### config.mk
export PLATFORM = sky130hd
export DESIGN_NAME = gpio_reg_arbiter_flat
export DESIGN_NICKNAME = d
export VERILOG_FILES = /design/src/rtl/gpio_pkg.sv /design/src/rtl/gpio_reg_arbiter_if.sv /design/src/rtl/gpio_wr_fifo.sv /design/src/rtl/gpio_reg_arbiter.sv /design/src/flat_wrapper.sv
export SDC_FILE = /design/constraint.sdc
export NUM_CORES = 1
export LEC_CHECK = 0
export ABC_CLOCK_PERIOD_IN_PS = 5200
export BUFFER_PORTS_ARGS = -buffer_cell sky130_fd_sc_hd__buf_2
export CORE_MARGIN = 4
export CORE_UTILIZATION = 40
export DETAILED_ROUTE_END_ITERATION = 8
export GPL_TIMING_DRIVEN = 0
export SYNTH_ARGS = -nofsm -noshare
export SYNTH_HDL_FRONTEND = slang
export SYNTH_HIERARCHICAL = 1
export SYNTH_SLANG_ARGS = --single-unit
export TNS_END_PERCENT = 100
### constraint.sdc
create_clock -name i_clk -period 5.2 [get_ports i_clk]
set_clock_uncertainty 0.15 [all_clocks]
set_input_delay 0.78 -clock i_clk [delete_from_list [all_inputs] [get_ports i_clk]]
set_output_delay 0.78 -clock i_clk [all_outputs]
set_load 0.02 [all_outputs]
### src/rtl/gpio_pkg.sv
`default_nettype none
// ============================================================================
// Module   : gpio_pkg
// Purpose  : Shared widths, register map constants, posted-write entry type
//            and arbiter FSM encoding for the GPIO register-bank arbiter.
// Ports    : none (package)
// Revision : 1.0 - initial release
// ============================================================================
package gpio_pkg;

  localparam int ADDR_W = 8;
  localparam int DATA_W = 8;

  // Register map of the GPIO bank
  localparam logic [ADDR_W-1:0] OUT_BASE = 8'h00;
  localparam logic [ADDR_W-1:0] OE_BASE  = 8'h08;
  localparam logic [ADDR_W-1:0] LED_ADDR = 8'h10;

  // LED is the last register; anything above it is an invalid access
  localparam logic [ADDR_W-1:0] MAX_ADDR = LED_ADDR;

  typedef struct packed {
    logic [ADDR_W-1:0] addr;
    logic [DATA_W-1:0] data;
  } wr_entry_t;

  typedef enum logic [1:0] {
    ST_IDLE  = 2'd0,
    ST_WR_A  = 2'd1,
    ST_ACK_B = 2'd2
  } state_t;

  function automatic logic addr_valid(input logic [ADDR_W-1:0] addr);
    return addr <= MAX_ADDR;
  endfunction

endpackage
`default_nettype wire

### src/rtl/gpio_reg_arbiter_if.sv
`default_nettype none
// ============================================================================
// Module   : gpio_reg_arbiter_if
// Purpose  : Host (requester B) req/ack access channel to the GPIO arbiter.
// Signals  : b_req/b_we/b_addr/b_wdata  host -> arbiter, held until b_ack
//            b_ack/b_rdata/b_err        arbiter -> host, one-cycle response
// Modports : master (host side), slave (arbiter side)
// Revision : 1.0 - initial release
// ============================================================================
interface gpio_reg_arbiter_if
  import gpio_pkg::*;
  ();

  logic              b_req;
  logic              b_we;
  logic [ADDR_W-1:0] b_addr;
  logic [DATA_W-1:0] b_wdata;
  logic              b_ack;
  logic [DATA_W-1:0] b_rdata;
  logic              b_err;

  modport master (
    output b_req, b_we, b_addr, b_wdata,
    input  b_ack, b_rdata, b_err
  );

  modport slave (
    input  b_req, b_we, b_addr, b_wdata,
    output b_ack, b_rdata, b_err
  );

endinterface
`default_nettype wire

### src/rtl/gpio_wr_fifo.sv
`default_nettype none
// ============================================================================
// Module   : gpio_wr_fifo
// Purpose  : Small synchronous FIFO for posted writes. A push while full is
//            accepted only if a pop happens in the same cycle.
// Ports    : i_clk, i_rst_n      clock, async active-low reset
//            i_push, i_wdata     write side
//            i_pop, o_rdata      read side (o_rdata = head, show-ahead)
//            o_full, o_empty     status
// Revision : 1.0 - initial release
// ============================================================================
module gpio_wr_fifo #(
  parameter int DEPTH = 2,
  parameter int WIDTH = 16
) (
  input  wire logic             i_clk,
  input  wire logic             i_rst_n,
  input  wire logic             i_push,
  input  wire logic [WIDTH-1:0] i_wdata,
  input  wire logic             i_pop,
  output logic      [WIDTH-1:0] o_rdata,
  output logic                  o_full,
  output logic                  o_empty
);

  localparam int               PTR_W    = (DEPTH > 1) ? $clog2(DEPTH) : 1;
  localparam logic [PTR_W-1:0] LAST_PTR = PTR_W'(DEPTH - 1);
  localparam logic [PTR_W:0]   FULL_CNT = (PTR_W + 1)'(DEPTH);

  logic [WIDTH-1:0] r_mem [DEPTH];
  logic [PTR_W-1:0] r_wr_ptr;
  logic [PTR_W-1:0] r_rd_ptr;
  logic [PTR_W:0]   r_count;
  logic             w_do_push;
  logic             w_do_pop;

  assign o_empty   = (r_count == '0);
  assign o_full    = (r_count == FULL_CNT);
  assign o_rdata   = r_mem[r_rd_ptr];
  assign w_do_pop  = i_pop && !o_empty;
  // The slot freed by a same-cycle pop can take the incoming word
  assign w_do_push = i_push && (!o_full || w_do_pop);

  // Storage needs no reset: empty/full come from the count alone
  always_ff @(posedge i_clk) begin
    if (w_do_push) begin
      r_mem[r_wr_ptr] <= i_wdata;
    end
  end

  always_ff @(posedge i_clk or negedge i_rst_n) begin
    if (!i_rst_n) begin
      r_wr_ptr <= '0;
      r_rd_ptr <= '0;
      r_count  <= '0;
    end else begin
      if (w_do_push) begin
        r_wr_ptr <= (r_wr_ptr == LAST_PTR) ? '0 : r_wr_ptr + 1'b1;
      end
      if (w_do_pop) begin
        r_rd_ptr <= (r_rd_ptr == LAST_PTR) ? '0 : r_rd_ptr + 1'b1;
      end
      case ({w_do_push, w_do_pop})
        2'b10:   r_count <= r_count + 1'b1;
        2'b01:   r_count <= r_count - 1'b1;
        default: r_count <= r_count;
      endcase
    end
  end

endmodule
`default_nettype wire

### src/rtl/gpio_reg_arbiter.sv
`default_nettype none
// ============================================================================
// Module   : gpio_reg_arbiter
// Purpose  : Shares the GPIO register-bank write port between posted I2C
//            writes (A, buffered in a FIFO) and a req/ack host (B) using a
//            one-grant-per-cycle round-robin arbiter.
// Ports    : i_clk, i_rst_n                  clock, async active-low reset
//            i_a_wen, i_a_addr, i_a_data      I2C write strobe (no stall)
//            if_b                             host req/ack channel (slave)
//            o_reg_wen, o_reg_addr,
//            o_reg_wdata                      bank write port (registered)
//            o_reg_raddr, i_reg_rdata         bank read port (combinational)
//            o_ovf, i_ovf_clr                 sticky A-drop flag and clear
// Revision : 1.0 - initial release
// ============================================================================
module gpio_reg_arbiter
  import gpio_pkg::*;
#(
  parameter int FIFO_DEPTH = 2
) (
  input  wire logic              i_clk,
  input  wire logic              i_rst_n,
  input  wire logic              i_a_wen,
  input  wire logic [ADDR_W-1:0] i_a_addr,
  input  wire logic [DATA_W-1:0] i_a_data,
  gpio_reg_arbiter_if.slave      if_b,
  output logic                   o_reg_wen,
  output logic      [ADDR_W-1:0] o_reg_addr,
  output logic      [DATA_W-1:0] o_reg_wdata,
  output logic      [ADDR_W-1:0] o_reg_raddr,
  input  wire logic [DATA_W-1:0] i_reg_rdata,
  output logic                   o_ovf,
  input  wire logic              i_ovf_clr
);

  wr_entry_t         w_push_entry;
  wr_entry_t         w_head;
  logic              w_full;
  logic              w_empty;
  logic              w_cand_a;
  logic              w_cand_b;
  logic              w_grant_a;
  logic              w_grant_b;
  logic              w_drop;
  logic              w_a_valid;
  logic              w_b_valid;

  state_t            r_state;
  logic              r_last_b;     // 1 = most recent grant went to B
  logic              r_reg_wen;
  logic [ADDR_W-1:0] r_reg_addr;
  logic [DATA_W-1:0] r_reg_wdata;
  logic              r_b_ack;
  logic [DATA_W-1:0] r_b_rdata;
  logic              r_b_err;
  logic              r_ovf;

  assign w_push_entry = '{addr: i_a_addr, data: i_a_data};

  gpio_wr_fifo #(
    .DEPTH (FIFO_DEPTH),
    .WIDTH ($bits(wr_entry_t))
  ) u_wr_fifo (
    .i_clk   (i_clk),
    .i_rst_n (i_rst_n),
    .i_push  (i_a_wen),
    .i_wdata (w_push_entry),
    .i_pop   (w_grant_a),
    .o_rdata (w_head),
    .o_full  (w_full),
    .o_empty (w_empty)
  );

  assign w_a_valid = addr_valid(w_head.addr);
  assign w_b_valid = addr_valid(if_b.b_addr);

  // B is blocked while its Ack is on the bus so a held request is not reissued
  assign w_cand_a  = !w_empty;
  assign w_cand_b  = if_b.b_req && (r_state != ST_ACK_B);
  assign w_grant_a = w_cand_a && (!w_cand_b || r_last_b);
  assign w_grant_b = w_cand_b && !w_grant_a;
  assign w_drop    = i_a_wen && w_full && !w_grant_a;

  always_ff @(posedge i_clk or negedge i_rst_n) begin
    if (!i_rst_n) begin
      r_state     <= ST_IDLE;
      r_last_b    <= 1'b1;
      r_reg_wen   <= 1'b0;
      r_reg_addr  <= '0;
      r_reg_wdata <= '0;
      r_b_ack     <= 1'b0;
      r_b_rdata   <= '0;
      r_b_err     <= 1'b0;
      r_ovf       <= 1'b0;
    end else begin
      r_reg_wen <= 1'b0;
      if (w_grant_a) begin
        r_state  <= ST_WR_A;
        r_last_b <= 1'b0;
        // Out-of-range posted writes are consumed but never reach the bank
        if (w_a_valid) begin
          r_reg_wen   <= 1'b1;
          r_reg_addr  <= w_head.addr;
          r_reg_wdata <= w_head.data;
        end
      end else if (w_grant_b) begin
        r_state  <= ST_ACK_B;
        r_last_b <= 1'b1;
        if (if_b.b_we && w_b_valid) begin
          r_reg_wen   <= 1'b1;
          r_reg_addr  <= if_b.b_addr;
          r_reg_wdata <= if_b.b_wdata;
        end
      end else begin
        r_state <= ST_IDLE;
      end

      r_b_ack   <= w_grant_b;
      r_b_err   <= w_grant_b && !w_b_valid;
      r_b_rdata <= (w_grant_b && !if_b.b_we && w_b_valid) ? i_reg_rdata : '0;

      // A drop wins over a coincident clear
      if (w_drop) begin
        r_ovf <= 1'b1;
      end else if (i_ovf_clr) begin
        r_ovf <= 1'b0;
      end
    end
  end

  assign o_reg_wen    = r_reg_wen;
  assign o_reg_addr   = r_reg_addr;
  assign o_reg_wdata  = r_reg_wdata;
  assign o_reg_raddr  = if_b.b_addr;
  assign o_ovf        = r_ovf;
  assign if_b.b_ack   = r_b_ack;
  assign if_b.b_rdata = r_b_rdata;
  assign if_b.b_err   = r_b_err;

endmodule
`default_nettype wire

### src/flat_wrapper.sv
// flat-port wrapper written by rule: the top's interface ports become plain ports
module gpio_reg_arbiter_flat import gpio_pkg::*;
#(
  parameter int FIFO_DEPTH = 2
)
  (i_clk, i_rst_n, i_a_wen, i_a_addr, i_a_data, o_reg_wen, o_reg_addr, o_reg_wdata, o_reg_raddr, i_reg_rdata, o_ovf, i_ovf_clr, if_b_b_req, if_b_b_we, if_b_b_addr, if_b_b_wdata, if_b_b_ack, if_b_b_rdata, if_b_b_err);
  gpio_reg_arbiter_if if_b_i ();
  input  wire logic i_clk;
  input  wire logic i_rst_n;
  input  wire logic i_a_wen;
  input  wire logic [ADDR_W-1:0] i_a_addr;
  input  wire logic [DATA_W-1:0] i_a_data;
  output logic o_reg_wen;
  output logic      [ADDR_W-1:0] o_reg_addr;
  output logic      [DATA_W-1:0] o_reg_wdata;
  output logic      [ADDR_W-1:0] o_reg_raddr;
  input  wire logic [DATA_W-1:0] i_reg_rdata;
  output logic o_ovf;
  input  wire logic i_ovf_clr;
  input wire logic [$bits(if_b_i.b_req)-1:0] if_b_b_req;
  input wire logic [$bits(if_b_i.b_we)-1:0] if_b_b_we;
  input wire logic [$bits(if_b_i.b_addr)-1:0] if_b_b_addr;
  input wire logic [$bits(if_b_i.b_wdata)-1:0] if_b_b_wdata;
  output wire logic [$bits(if_b_i.b_ack)-1:0] if_b_b_ack;
  output wire logic [$bits(if_b_i.b_rdata)-1:0] if_b_b_rdata;
  output wire logic [$bits(if_b_i.b_err)-1:0] if_b_b_err;
  assign if_b_i.b_req = if_b_b_req;
  assign if_b_i.b_we = if_b_b_we;
  assign if_b_i.b_addr = if_b_b_addr;
  assign if_b_i.b_wdata = if_b_b_wdata;
  assign if_b_b_ack = if_b_i.b_ack;
  assign if_b_b_rdata = if_b_i.b_rdata;
  assign if_b_b_err = if_b_i.b_err;
  gpio_reg_arbiter #(.FIFO_DEPTH(FIFO_DEPTH)) u_core (.i_clk(i_clk), .i_rst_n(i_rst_n), .i_a_wen(i_a_wen), .i_a_addr(i_a_addr), .i_a_data(i_a_data), .if_b(if_b_i), .o_reg_wen(o_reg_wen), .o_reg_addr(o_reg_addr), .o_reg_wdata(o_reg_wdata), .o_reg_raddr(o_reg_raddr), .i_reg_rdata(i_reg_rdata), .o_ovf(o_ovf), .i_ovf_clr(i_ovf_clr));
endmodule
==> impl_metrics.env <==
export IMPL_outcome="complete, no violations"
export IMPL_ys_async_sr_fraction=0.515
export IMPL_fin_setup_tns_ns=0
export IMPL_grt_max_degree=35
export IMPL_totalWireLength_um=5160
export IMPL_post_cts_buffers=0
export IMPL_critPathRequiredTime_ns=5.27
export IMPL_path_delay_family="compound AO/OA/AOI/OAI gates"
export IMPL_first_pass_iters=4
export IMPL_design_core_area_mm2=0.00679
export IMPL_drtIter0Drc=35
export IMPL_cts_clk_slew_worst_paths_ns=0.07
export IMPL_p_per_area_mw_per_mm2=551
export IMPL_drc=0
export IMPL_clk_latency_ns=0.34
export IMPL_synthTopCellsByArea="edfxtp_1 (34%), dfrtp_1 (30%), mux2_2 (11%)"
export IMPL_setup_viol=0
export IMPL_placementRows=30
export IMPL_dp_hpwl_um=3760
export IMPL_diodes=0
export IMPL_ir_worst_vdd_mv=0.226
export IMPL_rsz0062_at_grt="false"
export IMPL_start_kind="register"
export IMPL_min_period_over_period=0.636
export IMPL_nets=307
export IMPL_area_delta_synth_final_pct=26.0
export IMPL_cts_tree="yes"
export IMPL_start_util=0.411
export IMPL_critical_path_class="register to register"
export IMPL_leakage_nw=1.59
export IMPL_path_cells="buf_6 > buf_12 > mux2_4 > or4_1 > a2111oi_0 > a32o_1 > buf_6 > buf_12 > mux2_4"
export IMPL_hold_class="register to register"
export IMPL_cp_slowest_stage_delay_ns=0.70
export IMPL_grt_pass1_vias=1635
export IMPL_globalplace_congestion=0.697
export IMPL_fmax_mhz=303
export IMPL_synth_edf_count=32
export IMPL_ios=82
export IMPL_htree_num_levels=3
export IMPL_cts_hold_buf=0
export IMPL_ys_warn_count=6
export IMPL_fin_util=0.518
export IMPL_fin_crit_ns=3.31
export IMPL_grt_ovfl_total=0
export IMPL_maxSlewHeadroom=0.432
export IMPL_grt_first_pass_wirelength_um=8180
export IMPL_cp_end_kind="register"
export IMPL_ys_seq_area_frac=0.649
export IMPL_die_area_mm2=0.00839
export IMPL_synthesis_area_mm2=0.00279
export IMPL_worst_pin_slew_ns=0.852
export IMPL_cts_buffers=9
export IMPL_die_w_um=91.6
export IMPL_yosys_area_top_type="edfxtp_1"
export IMPL_syn_nets=215
export IMPL_via_per_inst=4.37
export IMPL_synthTopCellsByCount="dfrtp_1 (33), edfxtp_1 (32), mux2_2 (27), mux2_4 (15)"
export IMPL_wire_per_inst_um=14.3
export IMPL_path_buf_inv=4
export IMPL_vias=1579
export IMPL_ys_types=30
export IMPL_die_y_um=91.6
export IMPL_drv_cap=0
export IMPL_critPathSlowestCell="a2111oi_0"
export IMPL_synth_top_area_frac=0.344
export IMPL_port_buffers=81
export IMPL_cts_resized=0
export IMPL_layout_drive_gt1_share=0.600
export IMPL_antenna_found_initial=0
export IMPL_cts_buffer_depth=2
export IMPL_report_final_slew_viol_count=0
export IMPL_finalHoldViolations=0
export IMPL_track_usage=0.128
export IMPL_ant_nets=0
export IMPL_cts_sinks=66
export IMPL_ys_flop_type="dfrtp_1"
export IMPL_fill_cells=567
export IMPL_cp_arrival_ns=3.38
export IMPL_syn_area_per_cell_um2=16.6
export IMPL_synth_seq_cells=66
export IMPL_root_buffer="clkbuf_8"
export IMPL_syn_inst=168
export IMPL_worst_path_max_fanout=10
export IMPL_synth_most_common_cell="dfrtp_1"
[final timing paths]
check,from,endpoint,slack (ns),depth (start not counted)
max,u_core/u_wr_fifo/r_rd_ptr,u_core/o_reg_addr[4],1.89,9
min,u_core/r_last_b,u_core/r_last_b,0.32,2
max reg2reg,u_core/u_wr_fifo/r_rd_ptr,u_core/o_reg_addr[4],1.89,9
min reg2reg,u_core/r_last_b,u_core/r_last_b,0.32,2
max in group asynchronous,i_rst_n,u_core/o_reg_wdata[0],4.05,1
min in group asynchronous,i_rst_n,u_core/o_reg_addr[5],0.36,1
[registers in the layout, summed over array words and instances (netlist names)]
signal and count:
u_core/r_state 1, u_core/u_wr_fifo/r_mem 32, u_core/u_wr_fifo/r_rd_ptr 1, u_core/o_reg_wdata 8, u_core/if_b.b_rdata 8, u_core/r_last_b 1
u_core/u_wr_fifo/r_count 2, u_core/o_ovf 1, u_core/o_reg_wen 1, u_core/if_b.b_err 1, u_core/u_wr_fifo/r_wr_ptr 1, u_core/if_b.b_ack 1
u_core/o_reg_addr 8
[cell usage in the layout, fill, tap and decap left out, types with 2 or more instances in the layout]
cell type,synthesis,layout
clkbuf_1,1,2
clkinvlp_4,0,2
mux2_2,27,27
buf_2,0,81
dfrtp_1,33,33
buf_6,2,2
clkbuf_8,0,9
clkinv_4,0,2
buf_4,8,8
inv_1,8,8
mux2_4,15,15
xnor2_1,3,3
nor2_1,8,6
nand2_1,3,3
buf_12,2,2
xor2_1,2,2
and2_1,8,8
nor2_2,0,2
edfxtp_1,32,32
[report_power, final]
group	internal [mW]	total, mW	switching, mW
Combinational	0.366	0.735	0.369
Clock	0.222	0.416	0.194
Sequential	0.719	0.787	0.0674
[kinds of logic after synthesis]
family                     after synthesis  share of synthesized area
AOI/OAI and AO/OA                        7                     0.0296
xor gates and xnor gates                 5                     0.0157
adders and majority gates                1                    0.00448
buffers and inverters                   21                     0.0560
DFF                                     66                      0.649
muxes                                   42                      0.189
and+or+nand+nor                         26                     0.0560
[layer usage]
layer  routed length [µm]  global-route usage
met1                 2150               0.159
met3                  300              0.0389
met5                    0                   0
met2                 2650               0.205
met4                   64              0.0528
[worst reg2reg max path: stages (launching register included)]
cell       delay [ns]
dfrtp_1          0.38
buf_6            0.15
buf_12           0.15
mux2_4           0.32
or4_1            0.51
a2111oi_0        0.70
a32o_1           0.23
buf_6            0.16
buf_12           0.14
mux2_4           0.30
[per-stage QoR]
stage / total power, mW / setup WS, ns / instance area (µm²) / hold slack (ns) / instances
finish: 1.94 / 1.89 / 3520 / 0.324 / 361
global route: 2.05 / 1.69 / 3520 / 0.365 / 361
CTS: 1.97 / 1.47 / 3510 / 0.328 / 361
detailed placement: 1.54 / 1.24 / 3320 / 0.318 / 345
global placement: 1.53 / 1.26 / 3320 / 0.300 / 345
floorplan: 1.34 / 2.20 / 2790 / 0.289 / 168
[cell type report]
cell class | instances | area [µm²] | share of cell area
inverters | 8 | 30.0 | 0.00853
clock inverters | 6 | 67.6 | 0.0192
plain buffers | 13 | 126 | 0.0359
multi-input cells | 81 | 830 | 0.236
flip-flops and latches | 66 | 1810 | 0.515
repair buffers | 81 | 405 | 0.115
clock buffers | 10 | 128 | 0.0363
well taps | 96 | 120 | 0.0341
(Power assumes the default switching activity.)
